$ cat src/rtl/madd_msub_pkg.sv
// Shared definitions for the modular add/subtract sequencer: FSM states,
// default operand length and the datapath select encodings.
package madd_msub_pkg;

  localparam int unsigned MM_WORDS = 16;

  typedef enum logic [2:0] {
    IDLE,
    LOAD_A,
    LOAD_B,
    LOAD_P,
    PASS1,
    PASS2,
    OUT,
    FIN
  } state_t;

  typedef enum logic {MUX0_REGA  = 1'b0, MUX0_REGS0 = 1'b1} mux0_sel_t;
  typedef enum logic {MUX1_REGB  = 1'b0, MUX1_REGP  = 1'b1} mux1_sel_t;
  typedef enum logic {CARRY_REG  = 1'b0, CARRY_ADDSUB = 1'b1} carry_sel_t;

endpackage

$ cat src/rtl/word_cnt.sv
// Word position counter for the serial datapath: counts enabled cycles,
// wraps to zero after WORDS-1 and flags the last word.
module word_cnt #(
  parameter int unsigned WORDS = 16,
  parameter int unsigned CW    = $clog2(WORDS)
) (
  input  logic          clk,
  input  logic          rst,
  input  logic          en,
  output logic [CW-1:0] cnt,
  output logic          last
);

  assign last = (cnt == CW'(WORDS - 1));

  // NOTE: state registers use non-blocking assignments so every flop samples
  // pre-edge values, regardless of block ordering in simulation.
  always_ff @(posedge clk or posedge rst) begin
    if (rst)
      cnt <= '0;
    else if (en)
      cnt <= last ? '0 : cnt + CW'(1);
  end

endmodule

$ cat src/rtl/madd_msub_ctrl.sv
// Sequencer for a word-serial (a+b) mod p / (a-b) mod p datapath: loads three
// operands, runs a raw pass and a correction pass, then streams the result.
module madd_msub_ctrl
  import madd_msub_pkg::*;
#(
  parameter int unsigned WORDS = MM_WORDS
) (
  input  logic clk,
  input  logic rst,
  input  logic start,
  input  logic op,
  input  logic in_valid,
  output logic in_ready,
  output logic out_valid,
  input  logic out_ready,
  output logic res_sel,
  output logic busy,
  output logic done,
  input  logic sign_a_b,
  input  logic sign_a_b_p,
  output logic rega_we,
  output logic regb_we,
  output logic regp_we,
  output logic regs0_we,
  output logic regs1_we,
  output logic dff1_we,
  output logic rega_cyc,
  output logic regb_cyc,
  output logic regp_cyc,
  output logic regs0_cyc,
  output logic regs1_cyc,
  output logic mux0_sel,
  output logic mux1_sel,
  output logic carry_sel,
  output logic add_sub
);

  localparam int unsigned CW = $clog2(WORDS);

  state_t          state_q, state_d;
  logic            op_q;
  logic            cnt_en;
  logic [CW-1:0]   cnt;
  logic            cnt_last;

  word_cnt #(.WORDS(WORDS), .CW(CW)) u_word_cnt (
    .clk  (clk),
    .rst  (rst),
    .en   (cnt_en),
    .cnt  (cnt),
    .last (cnt_last)
  );

  always_ff @(posedge clk or posedge rst) begin
    if (rst) begin
      state_q <= IDLE;
      op_q    <= 1'b0;
      res_sel <= 1'b0;
    end else begin
      state_q <= state_d;
      if (state_q == IDLE && start)
        op_q <= op;
      // Subtract decides on the sign of a-b; add decides on the sign of a+b-p.
      if (state_q == PASS1 && cnt_last && op_q)
        res_sel <= sign_a_b;
      if (state_q == PASS2 && cnt_last && !op_q)
        res_sel <= ~sign_a_b_p;
    end
  end

  assign busy = (state_q != IDLE);

  always_comb begin
    // NOTE: every output gets a default before the case, so no path through
    // the block leaves a variable unassigned and no latch is inferred.
    state_d   = state_q;
    cnt_en    = 1'b0;
    in_ready  = 1'b0;
    out_valid = 1'b0;
    done      = 1'b0;
    rega_we   = 1'b0;
    regb_we   = 1'b0;
    regp_we   = 1'b0;
    regs0_we  = 1'b0;
    regs1_we  = 1'b0;
    dff1_we   = 1'b0;
    rega_cyc  = 1'b0;
    regb_cyc  = 1'b0;
    regp_cyc  = 1'b0;
    regs0_cyc = 1'b0;
    regs1_cyc = 1'b0;
    mux0_sel  = MUX0_REGA;
    mux1_sel  = MUX1_REGB;
    carry_sel = CARRY_REG;
    add_sub   = 1'b0;

    case (state_q)
      IDLE: if (start) state_d = LOAD_A;

      LOAD_A: begin
        in_ready = 1'b1;
        if (in_valid) begin
          rega_we = 1'b1;
          cnt_en  = 1'b1;
          if (cnt_last) state_d = LOAD_B;
        end
      end

      LOAD_B: begin
        in_ready = 1'b1;
        if (in_valid) begin
          regb_we = 1'b1;
          cnt_en  = 1'b1;
          if (cnt_last) state_d = LOAD_P;
        end
      end

      LOAD_P: begin
        in_ready = 1'b1;
        if (in_valid) begin
          regp_we = 1'b1;
          cnt_en  = 1'b1;
          if (cnt_last) state_d = PASS1;
        end
      end

      PASS1: begin
        cnt_en    = 1'b1;
        mux0_sel  = MUX0_REGA;
        mux1_sel  = MUX1_REGB;
        add_sub   = op_q;
        rega_cyc  = 1'b1;
        regb_cyc  = 1'b1;
        regs0_we  = 1'b1;
        carry_sel = (cnt == '0) ? CARRY_ADDSUB : CARRY_REG;
        dff1_we   = cnt_last;
        if (cnt_last) state_d = PASS2;
      end

      // Correction pass: add p back after a-b, or try a+b-p after an add.
      PASS2: begin
        cnt_en    = 1'b1;
        mux0_sel  = MUX0_REGS0;
        mux1_sel  = MUX1_REGP;
        add_sub   = ~op_q;
        regs0_cyc = 1'b1;
        regp_cyc  = 1'b1;
        regs1_we  = 1'b1;
        carry_sel = (cnt == '0) ? CARRY_ADDSUB : CARRY_REG;
        if (cnt_last) state_d = OUT;
      end

      OUT: begin
        out_valid = 1'b1;
        if (out_ready) begin
          cnt_en    = 1'b1;
          regs0_cyc = ~res_sel;
          regs1_cyc = res_sel;
          if (cnt_last) state_d = FIN;
        end
      end

      FIN: begin
        done    = 1'b1;
        state_d = IDLE;
      end

      default: state_d = IDLE;
    endcase
  end

endmodule

$ cat config.mk
export PLATFORM = sky130hd
export DESIGN_NAME = madd_msub_ctrl
export DESIGN_NICKNAME = d
export VERILOG_FILES = /design/src/rtl/madd_msub_pkg.sv /design/src/rtl/word_cnt.sv /design/src/rtl/madd_msub_ctrl.sv
export SDC_FILE = /design/constraint.sdc
export NUM_CORES = 1
export LEC_CHECK = 0
export CORE_MARGIN = 5
export CORE_UTILIZATION = 46
export DETAILED_ROUTE_END_ITERATION = 10
export PLACE_DENSITY = 0.91
export SLEW_MARGIN = 20
export SYNTH_ARGS = -nofsm -noshare
export SYNTH_HDL_FRONTEND = slang
export SYNTH_SLANG_ARGS = --single-unit
$ cat constraint.sdc
create_clock -name clk -period 2.95 [get_ports clk]
set_input_delay 0.885 -clock clk [delete_from_list [all_inputs] [get_ports clk]]
set_output_delay 0.885 -clock clk [all_outputs]
set_load 0.03 [all_outputs]
== Word level (Yosys, flattened, before mapping) ==
Index checks and enable logic that the tools add are counted.

* Register bits after elaboration: 9
* Output and inout port bits: 20
* Bits of input ports: 8

* Reduce and logical (&&, ||, !) cells: 13
* Bitwise operators: 3
* Equality and inequality tests: 19
* $add $sub $neg: 1
* Multiplexer cells: 34

{| class="wikitable"
|+ Operators by type and width
! cell !! count
|-
| 3-bit two-way mux || 11
|-
| 3-bit one-hot mux with 8 select lines || 1
|-
| 2-bit inequality test, second input constant || 11
|-
| 1-bit two-way mux || 18
|-
| 3-bit == test, second input constant || 4
|-
| 11-bit AND reduction || 1
|-
| 3-bit by 2-bit == test with 1-bit output, second input constant || 2
|-
| 1-bit logical AND || 5
|-
| 4-bit by 1-bit adder with 4-bit output, second input constant || 1
|-
| 4-bit == test, second input constant || 1
|-
| 4-bit zero test || 1
|-
| 4-bit two-way mux || 1
|-
| 1-bit one-hot mux with 2 select lines || 2
|-
| 3-bit by 1-bit == test with 1-bit output, second input constant || 1
|-
| 3-bit zero test || 1
|-
| 1-bit inverter || 3
|-
| 1-bit one-hot mux with 3 select lines || 1
|-
| 3-bit nonzero test || 1
|-
| 3-bit OR reduction || 1
|-
| 2-bit nonzero test || 1
|-
| 2-bit OR reduction || 1
|-
| 1-bit zero test || 1
|}

== Longest topological paths before layout ==
* Depth after elaboration: 5
* Mapped depth: 5
* Mapped depth without buffers: 5

== Cells and area by module ==
A second synthesis with hierarchy kept.

* Cells, all modules: 83
* Area total of the unflattened synthesis: 734.5 µm²

{| class="wikitable"
|+ Modules (own cells, without submodules)
! module !! cells each !! times used !! area an instance (µm²)
|-
| madd_msub_ctrl || 65 || 1 || 545.5
|-
| word_cnt || 18 || 1 || 188.9
|}

== Least setup slack after synthesis ==
No wires, ideal clock.

* Kind: reg2out
* Start point: reg state_q[1]
* End point: out carry_sel
* Path slack: 0.178 ns
* Cell stages (with the launch flop): 4
* Data arrival time: 1.887 ns
* Buffers on the path: 1
* Data required time: 2.065 ns
* Path through: dfrtp_1 buf_4 or2b_1 nor4b_1

* Word-level cells in the longest chain between the ends: 3

{| class="wikitable"
|+ RTL lines
! element !! line !! text
|-
| from (decl) || madd_msub_ctrl.sv:40 || <nowiki>state_t state_q, state_d;</nowiki>
|-
| from (signal assigned) || madd_msub_ctrl.sv:60 || <nowiki>state_q <= state_d;</nowiki>
|-
| 3-bit == test || madd_msub_ctrl.sv:97 || <nowiki>case (state_q)</nowiki>
|-
| 2-bit OR reduction (no line) * || -- ||
|-
| 1-bit two-way mux * || -- ||
|-
| to (decl) || madd_msub_ctrl.sv:34 || <nowiki>output logic carry_sel,</nowiki>
|}

Mark *: on every way between the ends. The rest lies on a longest branch, timed or not.

== Worst setup path in the final report ==
* Start point: reg state_q[1]
* End point: out regp_cyc

* Word-level cells in the longest chain between the ends: 2

{| class="wikitable"
|+ RTL lines
! element !! line !! text
|-
| 3-bit == test || madd_msub_ctrl.sv:97 ||
|-
| 1-bit two-way mux || madd_msub_ctrl.sv:97 ||
|-
| to (decl) || madd_msub_ctrl.sv:29 || <nowiki>output logic regp_cyc,</nowiki>
|}

Every way passes these cells.

==> flow_metrics.env <==
export IMPL_timing_reg2reg_setup_slack_ps=1270
export IMPL_worst_slew_margin_rel_pct=63.65
export IMPL_finClkSkew_ps=4.506
export IMPL_die_height_um=50.10
export IMPL_worstSetupStartpoint="state_q[1]$_DFFE_PP0P_"
export IMPL_area_growth_pct=33.84
export IMPL_dieArea_mm2=0.002510
export IMPL_synth_yosys_seq_area_share_pct=30.46
export IMPL_mappedNetlistNets=94
export IMPL_clockRootBuffer="sky130_fd_sc_hd__clkbuf_4"
export IMPL_static_leakage_power_nw=0.4578
export IMPL_die_width_um=50.10
export IMPL_crit_fanout=5
export IMPL_antenna_left=0
export IMPL_final_min_period_over_clock_period_pct=94.15
export IMPL_time_the_worst_path_needs_with_i_o_delays_and_setup_ps=2778
export IMPL_run_status="complete, no violations"
export IMPL_post_cts_setup_buffers=0
export IMPL_drc=0
export IMPL_worst_path_max_delay_cell="sky130_fd_sc_hd__clkdlybuf4s50_1"
export IMPL_grt_remaining_overflow=0
export IMPL_clock_insertion_delay_worst_skew_ps=260
export IMPL_timing_critical_path_slowest_cell_delay_ps=740
export IMPL_worstReg2RegStart="state_q[2]$_DFFE_PP0P_"
export IMPL_multi_input_area_um2=424.2
export IMPL_report_final_slew_viol_count=0
export IMPL_power_density_mw_per_mm2=793.3
export IMPL_timing_critical_path_arrival_ps=1890
export IMPL_syn_area_per_cell_um2=8.803
export IMPL_num_vias=675
export IMPL_initial_core_util_pct=48.52
export IMPL_yosysWarnings=0
export IMPL_post_cts_resize_count=1
export IMPL_wirelength_um=1760
export IMPL_endpoint="regp_cyc"
export IMPL_grt_pass1_wl_um=2918
export IMPL_detail_route_vias_per_cell=5.444
export IMPL_crit_chain="or2b_1 -> nor2_1 -> clkdlybuf4s50_1"
export IMPL_place_congestion=0.7932
export IMPL_maxClockFrequency_mhz=360.0
export IMPL_report_final_hold_viol_count=0
export IMPL_initial_antenna_violation_count=0
export IMPL_ios=28
export IMPL_detailed_place_area_um2=957.2
export IMPL_hold_path_class="reg2reg"
export IMPL_worst_case_vdd_ir_drop_mv=0.4723
export IMPL_detailedRoute_firstIterationViolations=15
export IMPL_hold_buf_cts=0
export IMPL_cp_start_kind="flip-flop"
export IMPL_netlist_cell_type_count=38
export IMPL_dp_final_hpwl_um=1396
export IMPL_utilization_pct=64.94
export IMPL_largest_net_degree_at_the_start_of_global_routing=20
export IMPL_r2r_cells=5
export IMPL_placement_io_buffers=27
export IMPL_final_critical_path_setup_slack_ps=172.5
export IMPL_clock_tree_buffer_depth=2
export IMPL_syn_inst=84
export IMPL_ratio_of_cells_with_drive_above_1_in_the_final_layout_pct=18.52
export IMPL_seq_cells_post_synth=9
export IMPL_rsz0062_at_grt="false"
export IMPL_path_clk_slew_ps=60
export IMPL_worst_slew_pin_transition_ps=545.2
export IMPL_num_cts_buffers=3
export IMPL_clock_tree_from_tritoncts="yes"
export IMPL_required_ps=2070
export IMPL_finalPower_w=0.0007851
export IMPL_first_global_vias=618
export IMPL_most_common_library_cell_in_the_layout_ignoring_fill_and_taps="sky130_fd_sc_hd__clkdlybuf4s50_1"
export IMPL_coreArea_mm2=0.001524
export IMPL_cts_sinks=9
export IMPL_final_setup_viol_count=0
export IMPL_filler_cell_count=130
export IMPL_antennaDiodeCount=0
export IMPL_endpoint_kind="output pin"
export IMPL_place_ws_ps=177.6
export IMPL_fin_tns_setup_ps=0
export IMPL_mappedNetlistArea_um2=739.5
export IMPL_htree_levels=1
export IMPL_placementRows=14
export IMPL_layout_nets=119
export IMPL_timing_max_cap_violations=0
export IMPL_final_cell_mix="20 x sky130_fd_sc_hd__clkdlybuf4s50_1, 8 x sky130_fd_sc_hd__nor2_1, 8 x sky130_fd_sc_hd__dfrtp_1"
export IMPL_type_of_the_worst_setup_path="reg2out"
export IMPL_drt_pass1_iter_count=4
export IMPL_fin_area_um2=989.7
export IMPL_route_detailed_wl_per_inst_um=14.19
export IMPL_worst_r2r_endpoint="state_q[0]$_DFFE_PP0P_"
export IMPL_sequential_cell_area_um2=226.5
export IMPL_track_usage_pct=15.01
## where the power goes
part | internal, W | switching [W] | leakage, nW
clock | 0.0000522 | 0.0000447 | 0.0150
sequential | 0.000177 | 0.0000689 | 0.104
combinational | 0.000203 | 0.000240 | 0.338
total | 0.000432 | 0.000353 | 0.458
## final cells by class
| cell class | count | share of cell area, % |
|---|---|---|
| clock buffer | 4 | 2.655 |
| timing repair buffer | 29 | 28.07 |
| sequential | 9 | 22.88 |
| tap | 16 | 2.023 |
| multi-input combinational | 62 | 42.86 |
| inverter | 4 | 1.517 |
## Yosys cell counts (all sizes together)
library cell,n,area share [%]
and2b,1,1.0
ha,2,3.4
xnor2,2,2.4
a21oi,1,0.68
nor2,8,4.1
o22ai,1,0.85
and2,3,2.7
or4,1,1.5
o21ai,3,2.0
nor3,4,3.4
nand2,4,2.0
a21o,1,1.0
nor4,3,2.5
mux2,3,4.6
a21boi,1,1.0
nand2b,3,2.5
dfrtp,9,30
o31ai,4,4.1
o21a,1,1.0
nor4bb,1,2.2
or2b,1,1.0
nand3b,2,2.0
buf,7,7.6
inv,4,2.0
nor4b,1,1.2
a31oi,1,0.85
nand3,2,1.4
and3,4,3.6
or3,1,0.85
clkbuf,2,2.5
nor2b,1,0.85
nor3b,2,2.7
## kinds of logic after synthesis
kind of cell | Yosys count | synth area share [%]
mux | 3 | 4.568
fa+ha+maj | 2 | 3.384
compound gates | 13 | 11.51
flops | 9 | 30.46
xor+xnor | 2 | 2.369
buf+inv | 13 | 12.18
simple gates | 42 | 35.54
## layer usage
metal / wire length (um) / share of wire (%) / vias up / global-route usage (%)
met2: 887 / 50 / 22 / 24.48
met4: 39 / 2.2 / 0 / 7.860
met5: 0 / 0 / - / 0
li1: - / - / 341 / -
met3: 144 / 8.2 / 5 / 3.916
met1: 689 / 39 / 307 / 17.61
## critical path: cells and delay by family, from the launching register on
kind,cells,cell delay (ps)
buffers and inverters,1,740
flip-flops,1,380
AND/OR/NAND/NOR,2,520
## how the worst min path moves through the flow
stage                               endpoint  cells past startpoint                           from  slack, ps
6_report       u_word_cnt.cnt[3]$_DFFE_PP0P_                      1  u_word_cnt.cnt[3]$_DFFE_PP0P_        530
5_1_grt        u_word_cnt.cnt[3]$_DFFE_PP0P_                      1  u_word_cnt.cnt[3]$_DFFE_PP0P_        560
4_1_cts        u_word_cnt.cnt[3]$_DFFE_PP0P_                      1  u_word_cnt.cnt[3]$_DFFE_PP0P_        530
3_5_place_dp   u_word_cnt.cnt[3]$_DFFE_PP0P_                      1  u_word_cnt.cnt[3]$_DFFE_PP0P_        510
3_3_place_gp   u_word_cnt.cnt[3]$_DFFE_PP0P_                      1  u_word_cnt.cnt[3]$_DFFE_PP0P_        510
2_1_floorplan  u_word_cnt.cnt[3]$_DFFE_PP0P_                      1  u_word_cnt.cnt[3]$_DFFE_PP0P_        480
## per-stage QoR
| stage | instances | hold slack, ps |
|---|---|---|
| 2_1_floorplan | 84 | 482.8 |
| 3_3_place_gp | 120 | 511.4 |
| 3_5_place_dp | 120 | 510.9 |
| 4_1_cts | 124 | 527.2 |
| 5_1_grt | 124 | 559.3 |
| 6_report | 124 | 527.3 |
## sequential cells by signal, indices dropped and copies added, names as in the netlist
| signal | count |
|---|---|
| u_word_cnt.cnt | 4 |
| state_q | 3 |
| op_q | 1 |
| res_sel | 1 |
Note: power is estimated with default switching activity, not from simulation.
